File: src/rtl/uart_mmio_pkg.sv
// Shared constants for the memory-mapped UART controller.
// Holds the status-register bit layout and the default register addresses.
package uart_mmio_pkg;

  // Status register single-bit fields
  localparam int ST_RXNE   = 0;  // RX FIFO holds at least one byte
  localparam int ST_TXNF   = 1;  // TX FIFO has a free slot
  localparam int ST_RXOVF  = 2;  // sticky: received byte lost to a full RX FIFO
  localparam int ST_TXDROP = 3;  // sticky: non-blocking store lost to a full TX FIFO

  // Status register count fields
  localparam int ST_RXCNT_LSB  = 8;
  localparam int ST_TXFREE_LSB = 16;
  localparam int ST_CNT_W      = 8;

  // Default word addresses
  localparam int DEF_DATA_ADDR = 0;
  localparam int DEF_STAT_ADDR = 1;

endpackage

File: src/rtl/sync_fifo.sv
// Synchronous first-word-fall-through FIFO.
// Ports:
//   clk   - clock
//   rst   - synchronous active-high reset (pointers and count only)
//   push  - write request; honoured when not full, or when full with a pop
//   din   - write data
//   pop   - read request; ignored when empty
//   dout  - current head entry (valid while !empty)
//   empty - no entries stored
//   full  - DEPTH entries stored
//   count - number of stored entries, 0..DEPTH
module sync_fifo #(
  parameter int WIDTH = 8,
  parameter int DEPTH = 16
) (
  input  logic                     clk,
  input  logic                     rst,
  input  logic                     push,
  input  logic [WIDTH-1:0]         din,
  input  logic                     pop,
  output logic [WIDTH-1:0]         dout,
  output logic                     empty,
  output logic                     full,
  output logic [$clog2(DEPTH):0]   count
);

  localparam int AW = $clog2(DEPTH);
  localparam int CW = AW + 1;

  logic [WIDTH-1:0] r_mem [DEPTH];
  logic [AW-1:0]    r_wptr;
  logic [AW-1:0]    r_rptr;
  logic [CW-1:0]    r_count;

  logic w_pop;
  logic w_push;

  assign empty = (r_count == '0);
  assign full  = (r_count == CW'(DEPTH));
  assign count = r_count;
  assign dout  = r_mem[r_rptr];

  assign w_pop  = pop && !empty;
  // A full FIFO still takes a write when the head leaves in the same cycle.
  assign w_push = push && (!full || w_pop);

  // Storage carries no reset; only pointers and count define validity.
  always_ff @(posedge clk) begin
    if (w_push) r_mem[r_wptr] <= din;
  end

  always_ff @(posedge clk) begin
    if (rst) begin
      r_wptr  <= '0;
      r_rptr  <= '0;
      r_count <= '0;
    end else begin
      if (w_push) r_wptr <= r_wptr + 1'b1;
      if (w_pop)  r_rptr <= r_rptr + 1'b1;
      case ({w_push, w_pop})
        2'b10:   r_count <= r_count + 1'b1;
        2'b01:   r_count <= r_count - 1'b1;
        default: r_count <= r_count;
      endcase
    end
  end

endmodule

File: src/rtl/mmio_uart_ctrl.sv
// Memory-mapped UART controller on the core data-memory port.
// Buffers received bytes in an RX FIFO and outgoing bytes in a TX FIFO,
// exposes a status/control register, and raises a combinational stall
// for blocking accesses that cannot complete this cycle.
// Ports:
//   clk, rst            - clock, synchronous active-high reset
//   daddr, mre, mwe     - data address, load request, store request
//   wdata               - store data
//   rdata               - load data, combinational
//   hit                 - address selects the data or status register
//   stall               - hold the PC and register writeback
//   rx_byte, rx_strobe  - byte from the UART receiver, one-cycle valid
//   tx_byte, tx_valid   - byte offered to the UART transmitter
//   tx_ready            - transmitter takes tx_byte this cycle
module mmio_uart_ctrl
  import uart_mmio_pkg::*;
#(
  parameter int ADDR_W    = 25,
  parameter int DATA_W    = 32,
  parameter int RX_DEPTH  = 16,
  parameter int TX_DEPTH  = 16,
  parameter int DATA_ADDR = DEF_DATA_ADDR,
  parameter int STAT_ADDR = DEF_STAT_ADDR,
  parameter int BLOCKING  = 1
) (
  input  logic              clk,
  input  logic              rst,
  input  logic [ADDR_W-1:0] daddr,
  input  logic              mre,
  input  logic              mwe,
  input  logic [DATA_W-1:0] wdata,
  output logic [DATA_W-1:0] rdata,
  output logic              hit,
  output logic              stall,
  input  logic [7:0]        rx_byte,
  input  logic              rx_strobe,
  output logic [7:0]        tx_byte,
  output logic              tx_valid,
  input  logic              tx_ready
);

  localparam int  RX_CW = $clog2(RX_DEPTH) + 1;
  localparam int  TX_CW = $clog2(TX_DEPTH) + 1;
  localparam logic BLK  = (BLOCKING != 0);

  logic             w_data_sel;
  logic             w_stat_sel;
  logic             w_stall;

  logic             w_rx_pop;
  logic [7:0]       w_rx_dout;
  logic             w_rx_empty;
  logic             w_rx_full;
  logic [RX_CW-1:0] w_rx_count;
  logic             w_rx_ovf_evt;

  logic             w_tx_push_req;
  logic             w_tx_pop;
  logic [7:0]       w_tx_dout;
  logic             w_tx_empty;
  logic             w_tx_full;
  logic [TX_CW-1:0] w_tx_count;
  logic [TX_CW-1:0] w_tx_free;
  logic             w_tx_drop_evt;

  logic             w_stat_wr;
  logic [DATA_W-1:0] w_status;
  logic [DATA_W-1:0] w_rdata;

  logic             r_rx_ovf;
  logic             r_tx_drop;

  logic             w_unused_wdata;

  assign w_data_sel = (daddr == ADDR_W'(DATA_ADDR));
  assign w_stat_sel = (daddr == ADDR_W'(STAT_ADDR));
  assign hit        = w_data_sel || w_stat_sel;

  // A full TX FIFO with tx_ready asserted frees its head this cycle, so the
  // store can complete without a stall.
  assign w_stall = BLK && ((mre && w_data_sel && w_rx_empty) ||
                           (mwe && w_data_sel && w_tx_full && !tx_ready));
  assign stall   = w_stall;

  // RX side: the load pops only when the whole access completes this cycle.
  assign w_rx_pop     = mre && w_data_sel && !w_rx_empty && !w_stall;
  assign w_rx_ovf_evt = rx_strobe && w_rx_full && !w_rx_pop;

  sync_fifo #(
    .WIDTH (8),
    .DEPTH (RX_DEPTH)
  ) u_rx_fifo (
    .clk   (clk),
    .rst   (rst),
    .push  (rx_strobe),
    .din   (rx_byte),
    .pop   (w_rx_pop),
    .dout  (w_rx_dout),
    .empty (w_rx_empty),
    .full  (w_rx_full),
    .count (w_rx_count)
  );

  // TX side: in non-blocking mode a store into a full FIFO (no pop) is lost.
  assign w_tx_pop      = !w_tx_empty && tx_ready;
  assign w_tx_push_req = mwe && w_data_sel && !w_stall;
  assign w_tx_drop_evt = w_tx_push_req && w_tx_full && !w_tx_pop;

  sync_fifo #(
    .WIDTH (8),
    .DEPTH (TX_DEPTH)
  ) u_tx_fifo (
    .clk   (clk),
    .rst   (rst),
    .push  (w_tx_push_req),
    .din   (wdata[7:0]),
    .pop   (w_tx_pop),
    .dout  (w_tx_dout),
    .empty (w_tx_empty),
    .full  (w_tx_full),
    .count (w_tx_count)
  );

  assign tx_valid  = !w_tx_empty;
  // Stale storage is hidden so the transmitter sees zero when idle.
  assign tx_byte   = w_tx_empty ? 8'h00 : w_tx_dout;
  assign w_tx_free = TX_CW'(TX_DEPTH) - w_tx_count;

  always_comb begin
    w_status = '0;
    w_status[ST_RXNE]   = !w_rx_empty;
    w_status[ST_TXNF]   = !w_tx_full;
    w_status[ST_RXOVF]  = r_rx_ovf;
    w_status[ST_TXDROP] = r_tx_drop;
    w_status[ST_RXCNT_LSB  +: ST_CNT_W] = ST_CNT_W'(w_rx_count);
    w_status[ST_TXFREE_LSB +: ST_CNT_W] = ST_CNT_W'(w_tx_free);
  end

  always_comb begin
    w_rdata = '0;
    if (mre && w_data_sel) begin
      if (w_rx_empty) w_rdata = BLK ? '0 : '1;
      else            w_rdata = DATA_W'(w_rx_dout);
    end else if (mre && w_stat_sel) begin
      w_rdata = w_status;
    end
  end
  assign rdata = w_rdata;

  // Sticky flags: a new event in the same cycle as a clear keeps the flag set.
  assign w_stat_wr = mwe && w_stat_sel;

  always_ff @(posedge clk) begin
    if (rst) begin
      r_rx_ovf  <= 1'b0;
      r_tx_drop <= 1'b0;
    end else begin
      if (w_rx_ovf_evt)                         r_rx_ovf <= 1'b1;
      else if (w_stat_wr && wdata[ST_RXOVF])    r_rx_ovf <= 1'b0;
      if (w_tx_drop_evt)                        r_tx_drop <= 1'b1;
      else if (w_stat_wr && wdata[ST_TXDROP])   r_tx_drop <= 1'b0;
    end
  end

  // Upper store-data bits have no meaning for either register.
  assign w_unused_wdata = ^wdata[DATA_W-1:8];

endmodule

File: config.mk
export PLATFORM = sky130hd
export DESIGN_NAME = mmio_uart_ctrl
export DESIGN_NICKNAME = d
export VERILOG_FILES = /design/src/rtl/uart_mmio_pkg.sv /design/src/rtl/sync_fifo.sv /design/src/rtl/mmio_uart_ctrl.sv
export SDC_FILE = /design/constraint.sdc
export NUM_CORES = 1
export LEC_CHECK = 0
export ABC_CLOCK_PERIOD_IN_PS = 7600
export BUFFER_PORTS_ARGS = -buffer_cell sky130_fd_sc_hd__buf_2
export CAP_MARGIN = 0
export CORE_MARGIN = 2
export CORE_UTILIZATION = 30
export DETAILED_ROUTE_END_ITERATION = 8
export MAX_ROUTING_LAYER = met4
export SLEW_MARGIN = 15
export SYNTH_ARGS = -nofsm -noshare
export SYNTH_HDL_FRONTEND = slang
export SYNTH_SLANG_ARGS = --single-unit
File: constraint.sdc
create_clock -name clk -period 7.6 [get_ports clk]
set_clock_uncertainty 0.05 [all_clocks]
set_input_delay 0.76 -clock clk [delete_from_list [all_inputs] [get_ports clk]]
set_output_delay 0.76 -clock clk [all_outputs]
set_load 0.02 [all_outputs]
==> summary.md <==
| Metric | Value |
|---|---|
| Status | finished, final reports clean |
| Sw power | 0.648 mW |
| Reg2reg end | u_tx_fifo.count[4]$_SDFFE_PP0P_ |
| Die area | 0.0428 mm2 |
| Power Density | 228 mW/mm2 |
| Largest family of logic cells by synthesized area | multiplexers |
| R2R Setup Slk | 3.54 ns |
| Io pins | 114 |
| Hold-fix buffers at CTS | 0 |
| Compound-gate portion of the synthesized area | 2.74% |
| Initial antenna violation count | 0 |
| Max Cap Violations | 0 |
| Slew @ Worst Pin | 1.11 ns |
| Post-synth EDFFs | approximately 260 |
| Critical Path Start Type | register |
| Critical path origin | u_tx_fifo.count[0]$_SDFFE_PP0P_ |
| Hold WC Path Type | register to register |
| Fin area | 0.0142 mm2 |
| Via Count | 6214 |
| Setup CP Type | register to register |
| Final count of negative-setup-slack endpoints | 0 |
| CP Capture Type | register |
| Initial Utilization | a little under a third |
| Row count | 74 |
| Clock Tree Root | clkbuf_16 |
| Total core area | 0.0407 mm2 |
| Synth Area in Simple Gates | between 7 and 8% |
| HPWL after DPL | about 16000 um |
| Crit path DAT | between 4 and 5 ns |
| YS warnings | 0 |
| IR drop worst, VDD | 0.179 mV |
| Placed cell area | 0.0133 mm2 |
| Flop pwr share | 54.4% |
| Slew Viols, Final | 0 |
| CTS-repair resized insts | 0 |
| Clock sinks | 292 |
| Yosys reg bits | between 200 and 300 |
| Clock Power Share | 43.0% |
| Share of cells above drive strength 1 | 30.0% |
| First-pass GRT wire length | 37600 um |
| Maximum fanout along the worst path | 8 |
| Library cells used by synthesis | 60 |
| Final Wtd Congestion | approximately 0.74 |
| Post-synthesis sequential area ratio | between 60% and 70% |
| Chip Height | 207 um |
| # nets final | between 800 and 900 |
| Data required, critical path | 8.03 ns |
| H-Tree Depth | 1 |
| Setup repair bufs after CTS | 0 |
| Logic pwr share | ~2.7% |
| Async set or reset register ratio after synthesis | 0% |
| CTS Buf Count | 31 |
| Max transition margin | approximately 26% |
| Largest cells by area after synthesis | edfxtp_1 (62%), mux4_2 (14%), dfxtp_1 (5.8%) |
| CTS max path bufs | 3 |
| CTS clock-pin slew for the worst setup and hold paths | 0.06 ns |
| RSZ-0062 raised after global routing | no |
| R2R depth | 14 |
| Top_reg_cell synth | edfxtp_1 |
| Post-Synth XOR/XNOR Area | 1.06% |
| Clock latency on the worst-skew pair | approximately 0.55 ns |
| Post-synthesis cell area | 0.0124 mm2 |
| ANT cells | 0 |
| Routed Wire Length | 24600 um |
| Crit path time final | 4.06 ns |
| Reg2Reg Launch Point | u_tx_fifo.count[0]$_SDFFE_PP0P_ |
| Synth area leader | edfxtp_1 |
| Design internal power | 2.59 mW |
| Initial DRC count | 348 |
| Largest net degree at the start of global routing | 35 |
| Tcrit/Tclk final | 53.4% |
| Sw frac | 20.0% |
| Vias per std cell | ~4.7 |
| Syn Inst Count | around 690 |
| Post-synth top area share | 62.2% |
| Router iterations before antenna repair | 4 |
| Final core occ | a little over a third |
| Setup TNS | 0 ns |
| Final ANT Viol Nets | 0 |
| # DRC | 0 |
| WL/cell | ~19 um |
| Die width | 207 um |
| Fin. Hold Viols | 0 |
| Gr usage total | around an eighth |
| Vias in the first global route | about 6.3k |
| CTS tree | built |
| Leakage | 4.61 nW |
| Multiplexer share of the synthesized area | 15.2% |
| Avg Inst Size Synth | ~18 um2 |
| I/O Buffers | 75 |
| Fmax | roughly 250 MHz |
| Adder-cell share of the synthesized area | 2.19% |
| Area Growth Syn to Fin | 14.8% |
| GRT overflow | 0 |
| Top-count cell post-synth | edfxtp_1 |
| Synth cell count leaders | edfxtp_1 (256), mux4_2 (76), nor2_1 (52) |
| Critical Path End | u_tx_fifo.count[4]$_SDFFE_PP0P_ |
flip-flops by register name (all words and copies together) (netlist names), named ones only:
name              count
u_tx_fifo.r_mem     128
r_rx_ovf              1
u_rx_fifo.count       5
u_tx_fifo.r_rptr      4
u_rx_fifo.r_mem     128
r_tx_drop             1
u_rx_fifo.r_wptr      4
u_tx_fifo.r_wptr      4
u_rx_fifo.r_rptr      4
u_tx_fifo.count       5
metal layers:
layer / global-route usage, % / share of wire, % / vias to the layer above
met5: - / 0 / -
met4: 3.24 / 2.4 / 0
met2: 18.1 / 46 / 145
met1: 16.9 / 46 / 3149
met3: 1.77 / 4.7 / 45
li1: - / - / 2875
cell usage in the layout (no fill, tap or decap), types with 5 or more instances in the layout:
master and count:
and2_1 14, xor2_1 8, nor3_1 7, a21oi_1 17
nor2b_1 10, inv_1 15, nor2_1 52, buf_2 75
clkbuf_16 31, mux2i_1 9, mux4_2 76, dfxtp_1 34
nand2_1 17, clkbuf_1 6, xnor2_1 7, o21ai_0 6
mux2_2 6, clkinv_1 6, edfxtp_1 256, conb_1 14
nand3_1 15, ha_1 20, clkinv_2 6, buf_4 9
o31ai_1 5
power by group through the flow:
stage                     clock, mW  combinational (mW)  sequential (mW)
after detailed placement          0              0.0871             1.79
after CTS                      1.43              0.0874             1.76
after global routing           1.49              0.0963             1.76
final                          1.39              0.0867             1.76
after floorplan                   0              0.0510             1.79
after global placement            0              0.0844             1.79
logic make-up (layout without fill, tap and decap cells):
family | Yosys count | after routing
adders and majority gates | 21 | 21
buffers and inverters | 67 | 155
and+or+nand+nor | 159 | 159
DFF | 292 | 292
muxes | 92 | 92
AOI/OAI and AO/OA | 46 | 46
xor gates and xnor gates | 15 | 15
other | 1 | 14
worst min-delay path by stage:
| stage | start | to | slack, ns | cells after the start |
|---|---|---|---|---|
| global route | r_tx_drop$_SDFFE_PP0P_ | r_tx_drop$_SDFFE_PP0P_ | 0.47 | 2 |
| detailed placement | r_tx_drop$_SDFFE_PP0P_ | r_tx_drop$_SDFFE_PP0P_ | 0.42 | 2 |
| global placement | r_tx_drop$_SDFFE_PP0P_ | r_tx_drop$_SDFFE_PP0P_ | 0.41 | 2 |
| CTS | r_tx_drop$_SDFFE_PP0P_ | r_tx_drop$_SDFFE_PP0P_ | 0.42 | 2 |
| finish | r_tx_drop$_SDFFE_PP0P_ | r_tx_drop$_SDFFE_PP0P_ | 0.43 | 2 |
| floorplan | r_tx_drop$_SDFFE_PP0P_ | r_tx_drop$_SDFFE_PP0P_ | 0.39 | 2 |
area by class of cell:
class | count | area, um2
repair buffers | 84 | 443
fillers | 3892 | 26500
clock inverters | 15 | 100
well taps | 532 | 666
multi-input cells | 347 | 3670
inverters | 16 | 62.6
clock buffers | 40 | 840
flip-flops and latches | 292 | 8410
critical path, cell delays in order, from the launching register on:
cell and delay [ns]:
dfxtp_1 0.41, inv_1 0.12, ha_1 0.23, nor3b_1 0.18
ha_1 0.26, nor2b_1 0.51, nand2b_1 0.39, nand2_1 0.12
ha_1 0.28, ha_1 0.34, nor2b_1 0.16, o21ai_0 0.20
a21oi_1 0.12, or4_1 0.47, a21oi_1 0.14
per-stage QoR:
stage / setup WS (ns) / std cells / hold slack [ns] / power (mW)
2_1_floorplan: 3.94 / 706 / 0.394 / 1.84
3_3_place_gp: 3.30 / 1271 / 0.409 / 1.88
3_5_place_dp: 3.29 / 1271 / 0.416 / 1.88
4_1_cts: 3.52 / 1326 / 0.425 / 3.27
5_1_grt: 3.24 / 1326 / 0.469 / 3.35
6_report: 3.54 / 1326 / 0.425 / 3.24
No activity file was read; power rests on OpenSTA's default activity.
